## src/rtl/cycle_step_controller_pkg.sv

```systemverilog
// Shared encodings for the run/step sequencer: command opcodes and FSM states.
package cycle_step_controller_pkg;

  localparam logic [1:0] CMD_STOP = 2'd0;
  localparam logic [1:0] CMD_RUN  = 2'd1;
  localparam logic [1:0] CMD_STEP = 2'd2;
  localparam logic [1:0] CMD_RSVD = 2'd3;

  typedef enum logic [1:0] {
    IDLE = 2'd0,
    RUN  = 2'd1,
    STEP = 2'd2
  } state_e;

endpackage

```

## src/rtl/step_down_counter.sv

```systemverilog
// Loadable down-counter: load beats clear beats decrement; zero flag for the caller.
module step_down_counter #(
  parameter int unsigned Width = 16
) (
  input  logic             clk_i,
  input  logic             rst_ni,
  input  logic             load_i,
  input  logic [Width-1:0] load_value_i,
  input  logic             clear_i,
  input  logic             dec_i,
  output logic [Width-1:0] count_o,
  output logic             zero_o
);

  logic [Width-1:0] count_q, count_d;

  always_comb begin
    count_d = count_q;
    if (load_i) begin
      count_d = load_value_i;
    end else if (clear_i) begin
      count_d = '0;
    end else if (dec_i) begin
      count_d = count_q - Width'(1);
    end
  end

  always_ff @(posedge clk_i or negedge rst_ni) begin
    if (!rst_ni) begin
      count_q <= '0;
    end else begin
      count_q <= count_d;
    end
  end

  assign count_o = count_q;
  assign zero_o  = (count_q == '0);

endmodule

```

## src/rtl/cycle_step_controller.sv

```systemverilog
// Run/step sequencer producing a registered clock_enable that free-runs, runs N cycles,
// or stops on command or external halt.
module cycle_step_controller
  import cycle_step_controller_pkg::*;
#(
  parameter int unsigned COUNT_WIDTH = 16
) (
  input  logic                   clock,
  input  logic                   reset_n,
  input  logic                   cmd_valid,
  output logic                   cmd_ready,
  input  logic [1:0]             cmd_op,
  input  logic [COUNT_WIDTH-1:0] cmd_count,
  input  logic                   halt_request,
  output logic                   clock_enable,
  output logic                   running,
  output logic                   done,
  output logic                   halted,
  output logic                   cmd_error,
  output logic [COUNT_WIDTH-1:0] steps_left,
  output logic [COUNT_WIDTH-1:0] cycle_count
);

  state_e state_q, state_d;
  logic clock_enable_q, clock_enable_d;
  logic done_q, done_d;
  logic halted_q, halted_d;
  logic cmd_error_q, cmd_error_d;
  logic [COUNT_WIDTH-1:0] cycle_count_q;

  logic cmd_stop, cmd_run, cmd_step, cmd_rsvd;
  logic end_op, end_halt;
  logic cnt_load, cnt_clear, cnt_dec, steps_zero;

  assign cmd_ready = 1'b1;
  assign cmd_stop  = cmd_valid && (cmd_op == CMD_STOP);
  assign cmd_run   = cmd_valid && (cmd_op == CMD_RUN);
  assign cmd_step  = cmd_valid && (cmd_op == CMD_STEP);
  assign cmd_rsvd  = cmd_valid && (cmd_op == CMD_RSVD);
  assign cnt_dec   = clock_enable_q && !steps_zero;

  step_down_counter #(
    .Width (COUNT_WIDTH)
  ) u_steps (
    .clk_i        (clock),
    .rst_ni       (reset_n),
    .load_i       (cnt_load),
    .load_value_i (cmd_count),
    .clear_i      (cnt_clear),
    .dec_i        (cnt_dec),
    .count_o      (steps_left),
    .zero_o       (steps_zero)
  );

  always_ff @(posedge clock or negedge reset_n) begin
    if (!reset_n) begin
      state_q        <= IDLE;
      clock_enable_q <= 1'b0;
      done_q         <= 1'b0;
      halted_q       <= 1'b0;
      cmd_error_q    <= 1'b0;
      cycle_count_q  <= '0;
    end else begin
      state_q        <= state_d;
      clock_enable_q <= clock_enable_d;
      done_q         <= done_d;
      halted_q       <= halted_d;
      cmd_error_q    <= cmd_error_d;
      cycle_count_q  <= cycle_count_q + COUNT_WIDTH'(clock_enable_q);
    end
  end

  // Halt outranks STOP, which outranks natural STEP completion; only one can end an op.
  always_comb begin
    state_d   = state_q;
    end_op    = 1'b0;
    end_halt  = 1'b0;
    cnt_load  = 1'b0;
    cnt_clear = 1'b0;
    unique case (state_q)
      IDLE: begin
        // Drops the value left behind by a halted STEP one cycle after done.
        cnt_clear = 1'b1;
        if (cmd_run) begin
          state_d = RUN;
        end else if (cmd_step) begin
          if (cmd_count == '0) begin
            end_op = 1'b1;
          end else begin
            state_d  = STEP;
            cnt_load = 1'b1;
          end
        end
      end
      RUN: begin
        if (halt_request) begin
          state_d  = IDLE;
          end_halt = 1'b1;
        end else if (cmd_stop) begin
          state_d = IDLE;
          end_op  = 1'b1;
        end
      end
      STEP: begin
        if (halt_request) begin
          state_d  = IDLE;
          end_halt = 1'b1;
        end else if (cmd_stop) begin
          state_d   = IDLE;
          end_op    = 1'b1;
          cnt_clear = 1'b1;
        end else if (steps_left == COUNT_WIDTH'(1)) begin
          state_d = IDLE;
          end_op  = 1'b1;
        end
      end
      default: state_d = IDLE;
    endcase
  end

  always_comb begin
    clock_enable_d = (state_d != IDLE);
    done_d         = end_op || end_halt;
    halted_d       = done_d ? end_halt : halted_q;
    cmd_error_d    = cmd_rsvd || ((state_q != IDLE) && (cmd_run || cmd_step));
  end

  assign clock_enable = clock_enable_q;
  assign running      = (state_q != IDLE);
  assign done         = done_q;
  assign halted       = halted_q;
  assign cmd_error    = cmd_error_q;
  assign cycle_count  = cycle_count_q;

endmodule
```

## config.mk

```make
export PLATFORM = sky130hd
export DESIGN_NAME = cycle_step_controller
export DESIGN_NICKNAME = d
export VERILOG_FILES = /design/src/rtl/cycle_step_controller_pkg.sv /design/src/rtl/step_down_counter.sv /design/src/rtl/cycle_step_controller.sv
export SDC_FILE = /design/constraint.sdc
export NUM_CORES = 1
export LEC_CHECK = 0
export CORE_MARGIN = 2
export CORE_UTILIZATION = 52
export DETAILED_ROUTE_END_ITERATION = 6
export PLACE_DENSITY = 0.89
export SYNTH_ARGS = -nofsm -noshare
export SYNTH_HDL_FRONTEND = slang
export SYNTH_SLANG_ARGS = --single-unit
```

## constraint.sdc

```tcl
create_clock -name clock -period 3.9 [get_ports clock]
set_input_delay 0.78 -clock clock [delete_from_list [all_inputs] [get_ports clock]]
set_output_delay 0.78 -clock clock [all_outputs]
set_load 0.05 [all_outputs]
```

==> out/metrics.cfg <==
[yosys]
synth-seq-area-share_pct = 40.3
synth_edf_count = 0
synth_cell_type_count = 61
synth_xor_area_share_pct = 5.19
synth_warnings = 0
async_flop_share_pct = 100
synth_area_leaders = dfrtp_1 40%, ha_1 4.8%, xnor2_1 3.7%
synth-compound-area-share_pct = 21.8
synth.top_cell.area_share_pct = 40.3
synthMuxAreaShare_pct = 0
yosys.area_share.simple_pct = 22.9
synth_adder_area_share_pct = 5.19
synth_top_family_by_area = simple AND/OR/NAND/NOR gates
synthCells = 246
syn_area_um2 = 2360
synthFlopType = dfrtp_1
synth-seq-cells = 38
synth_top_area_cell = dfrtp_1
synth_fp_nets = 277
synth_area_per_cell_um2 = 9.60

[sta]
relSlewSlack_pct = 43.3
fmax_mhz = 351
whs_ns = 0.482
finClkSkew_ns = 0.00788
setup_violations = 0
drv_slew = 0
fin_crit_sh_pct = 73.1
period_minus_slack_ns = 2.85
tightest_slew_ns = 0.851
hold_violations = 0
fin_tns_setup_ns = 0
rsz0062_at_grt = no

[clock_network]
tritoncts = yes
clk_path_buf_depth = 2
cts.htree.levels = 2
ctsHoldBuffers = 0
cts_made_buffers = 5
root_buffer = clkbuf_8
clkTransAtPathRegs_ns = 0.08
cts_resized = 0
cts.sinks = 38
cts_setup_buffers = 0
insertion_delay_ns = 0.29

[detailed_routing]
via_per_inst = 6.51
drcViolationCount = 0
first_iter_violations = 246
antenna_left = 0
vias = 2298
first_pass_iters = 5
routed_wirelength_um = 5990
wl_per_cell_um = 17.0

[die]
die_area_um2 = 5100
start_util_pct = 54.2
top_level_ports = 60
die_y_um = 71.4
die_x_um = 71.4
core_um2 = 4350
core.rowCount = 24

[worst_hold_path]
min_path_type = reg -> reg

[grt]
grt_max_degree = 39
antenna_found_initial = 0
met2_usage_pct = 39.8
grt_overflow_total = 0
grt_usage_pct = 23.9
grt_pass1_vias = 2061
grt_pass1_wl_um = 9750
grt_use_met1_pct = 31.7
grt_busiest_layer = met2
use_met3_pct = 4.36

[job]
drv_cap = 0

[placed_design]
hpwl_um = 4250
portBuffers = 58
gp_congestion = 0.868

[worst_setup_path]
required_ns = 3.12
critPathCaptureType = output pin
path_cells = inv_1 > ha_1 > inv_1 > clkdlybuf4s50_1
path_class = reg -> out
cp-start-kind = flip-flop
crit_path_max_incr_delay_ns = 0.81
crit_slowest_cell = clkdlybuf4s50_1
r2r_setup_slack_ns = 1.44
critPathTopFamily = buffers and inverters
cp.buffers_inverters = 3
crit_top_cell = inv_1
arrival_ns = 2.07
path_max_fanout = 8

[cells_and_area]
nNetsFinal = 331
fillers = 328
insertedDiodeCount = 0
drive_gt1_share_pct = 6.64
multiInputGateArea_um2 = 1300
final_util_pct = 71.0
syn2layout_area_growth_pct = 30.9
register_area_um2 = 951

[power_and_ir_drop]
irDropWorstVdd_mv = 0.338
leakage_nw = 1.26
p_per_area_nw_per_um2 = 737

[run_status]
outcome = completed

[power breakdown]
group	switching (mW)	internal (mW)	total (mW)
clock network	0.144	0.273	0.417
logic	0.778	0.453	1.23
registers	0.142	0.486	0.629
[kinds of logic (layout without fill, tap and decap cells)]
| group | Yosys count | in the layout |
|---|---|---|
| other cells | 1 | 1 |
| flops | 38 | 38 |
| fa+ha+maj | 10 | 10 |
| simple gates | 92 | 92 |
| xor+xnor | 14 | 14 |
| compound gates | 67 | 67 |
| buf+inv | 24 | 79 |
[path summary, 6_finish.rpt]
check / start / end / depth (start not counted)
hold reg to reg: cycle_count[15]$_DFF_PN0_ / cycle_count[15]$_DFF_PN0_ / 1
hold / removal: cycle_count[15]$_DFF_PN0_ / cycle_count[15]$_DFF_PN0_ / 1
setup / recovery: state_q[0]$_DFF_PN0_ / running / 4
setup reg to reg: u_steps.count_o[12]$_DFFE_PN0P_ / u_steps.count_o[0]$_DFFE_PN0P_ / 4
min in group asynchronous: reset_n / cycle_count[4]$_DFF_PN0_ / 1
max in group asynchronous: reset_n / state_q[0]$_DFF_PN0_ / 1
[final cells by class]
type	instances	share of cell area, %
tap	52	2.11
timing repair buffer	59	18.9
clock buffer	6	2.67
multi-input combinational	184	42.2
inverter	12	1.46
sequential	38	30.8
clock inverter	2	1.94
[per-layer routing]
layer / vias to the layer above / part of all wire [%]
met2: 125 / 50
met3: 11 / 7.4
met1: 1123 / 41
li1: 1039 / -
met4: 0 / 1.7
met5: - / 0
[placed cells by master, fill, tap and decap left out, types with 2 or more instances in the layout]
cell	netlist	routed
inv_1	12	12
nor3_1	3	3
nand4_1	11	11
a31oi_1	3	3
and2_1	4	4
nand3_1	6	6
o21ai_0	8	8
o21a_1	3	3
nor3b_2	2	2
o32ai_1	2	2
clkbuf_8	0	6
and3_1	2	2
dfrtp_1	38	38
a32o_1	2	2
a41oi_1	2	2
o22ai_1	3	3
a211oi_1	2	2
xnor2_1	10	10
nand2_1	23	23
nand2b_1	3	3
o22a_1	2	2
a221oi_1	3	3
bufinv_16	0	2
nor3b_1	3	3
a22oi_1	7	7
nor2_1	13	13
or4_1	2	2
ha_1	9	9
and4_1	2	2
a2bb2oi_1	4	4
o31ai_1	3	3
nor4_1	8	8
xor2_1	4	4
a22o_1	2	2
a21oi_1	9	9
clkdlybuf4s50_1	0	57
[metrics by stage]
| step | total power, mW | setup slack (ns) | cells | instance area (µm²) |
|---|---|---|---|---|
| 3_5_place_dp | 1.84 | 1.19 | 345 | 2950 |
| 3_3_place_gp | 1.82 | 1.24 | 345 | 2950 |
| 4_1_cts | 2.27 | 1.05 | 353 | 3090 |
| 6_report | 2.28 | 1.05 | 353 | 3090 |
| 2_1_floorplan | 1.50 | 1.81 | 246 | 2360 |
| 5_1_grt | 2.40 | 0.947 | 353 | 3090 |
[sequential cells by signal, summed over array words and instances, names as in the netlist]
register,cells
clock_enable,1
done,1
cycle_count,16
state_q,2
u_steps.count_o,16
cmd_error,1
halted,1
[cell usage after synthesis (3+ instances only)]
cell type,n
buf_4,3
a2bb2oi_1,4
o21ai_0,8
nand4_1,11
xnor2_1,10
o21a_1,3
a31oi_1,3
o22ai_1,3
nand3_1,6
and2_1,4
buf_2,3
nand2b_1,3
nor3b_1,3
ha_1,9
nand2_1,23
a21oi_1,9
clkbuf_1,5
xor2_1,4
nor4_1,8
nor3_1,3
o31ai_1,3
dfrtp_1,38
inv_1,12
nor2_1,13
a221oi_1,3
a22oi_1,7
Power figures use the tool's default switching activity.
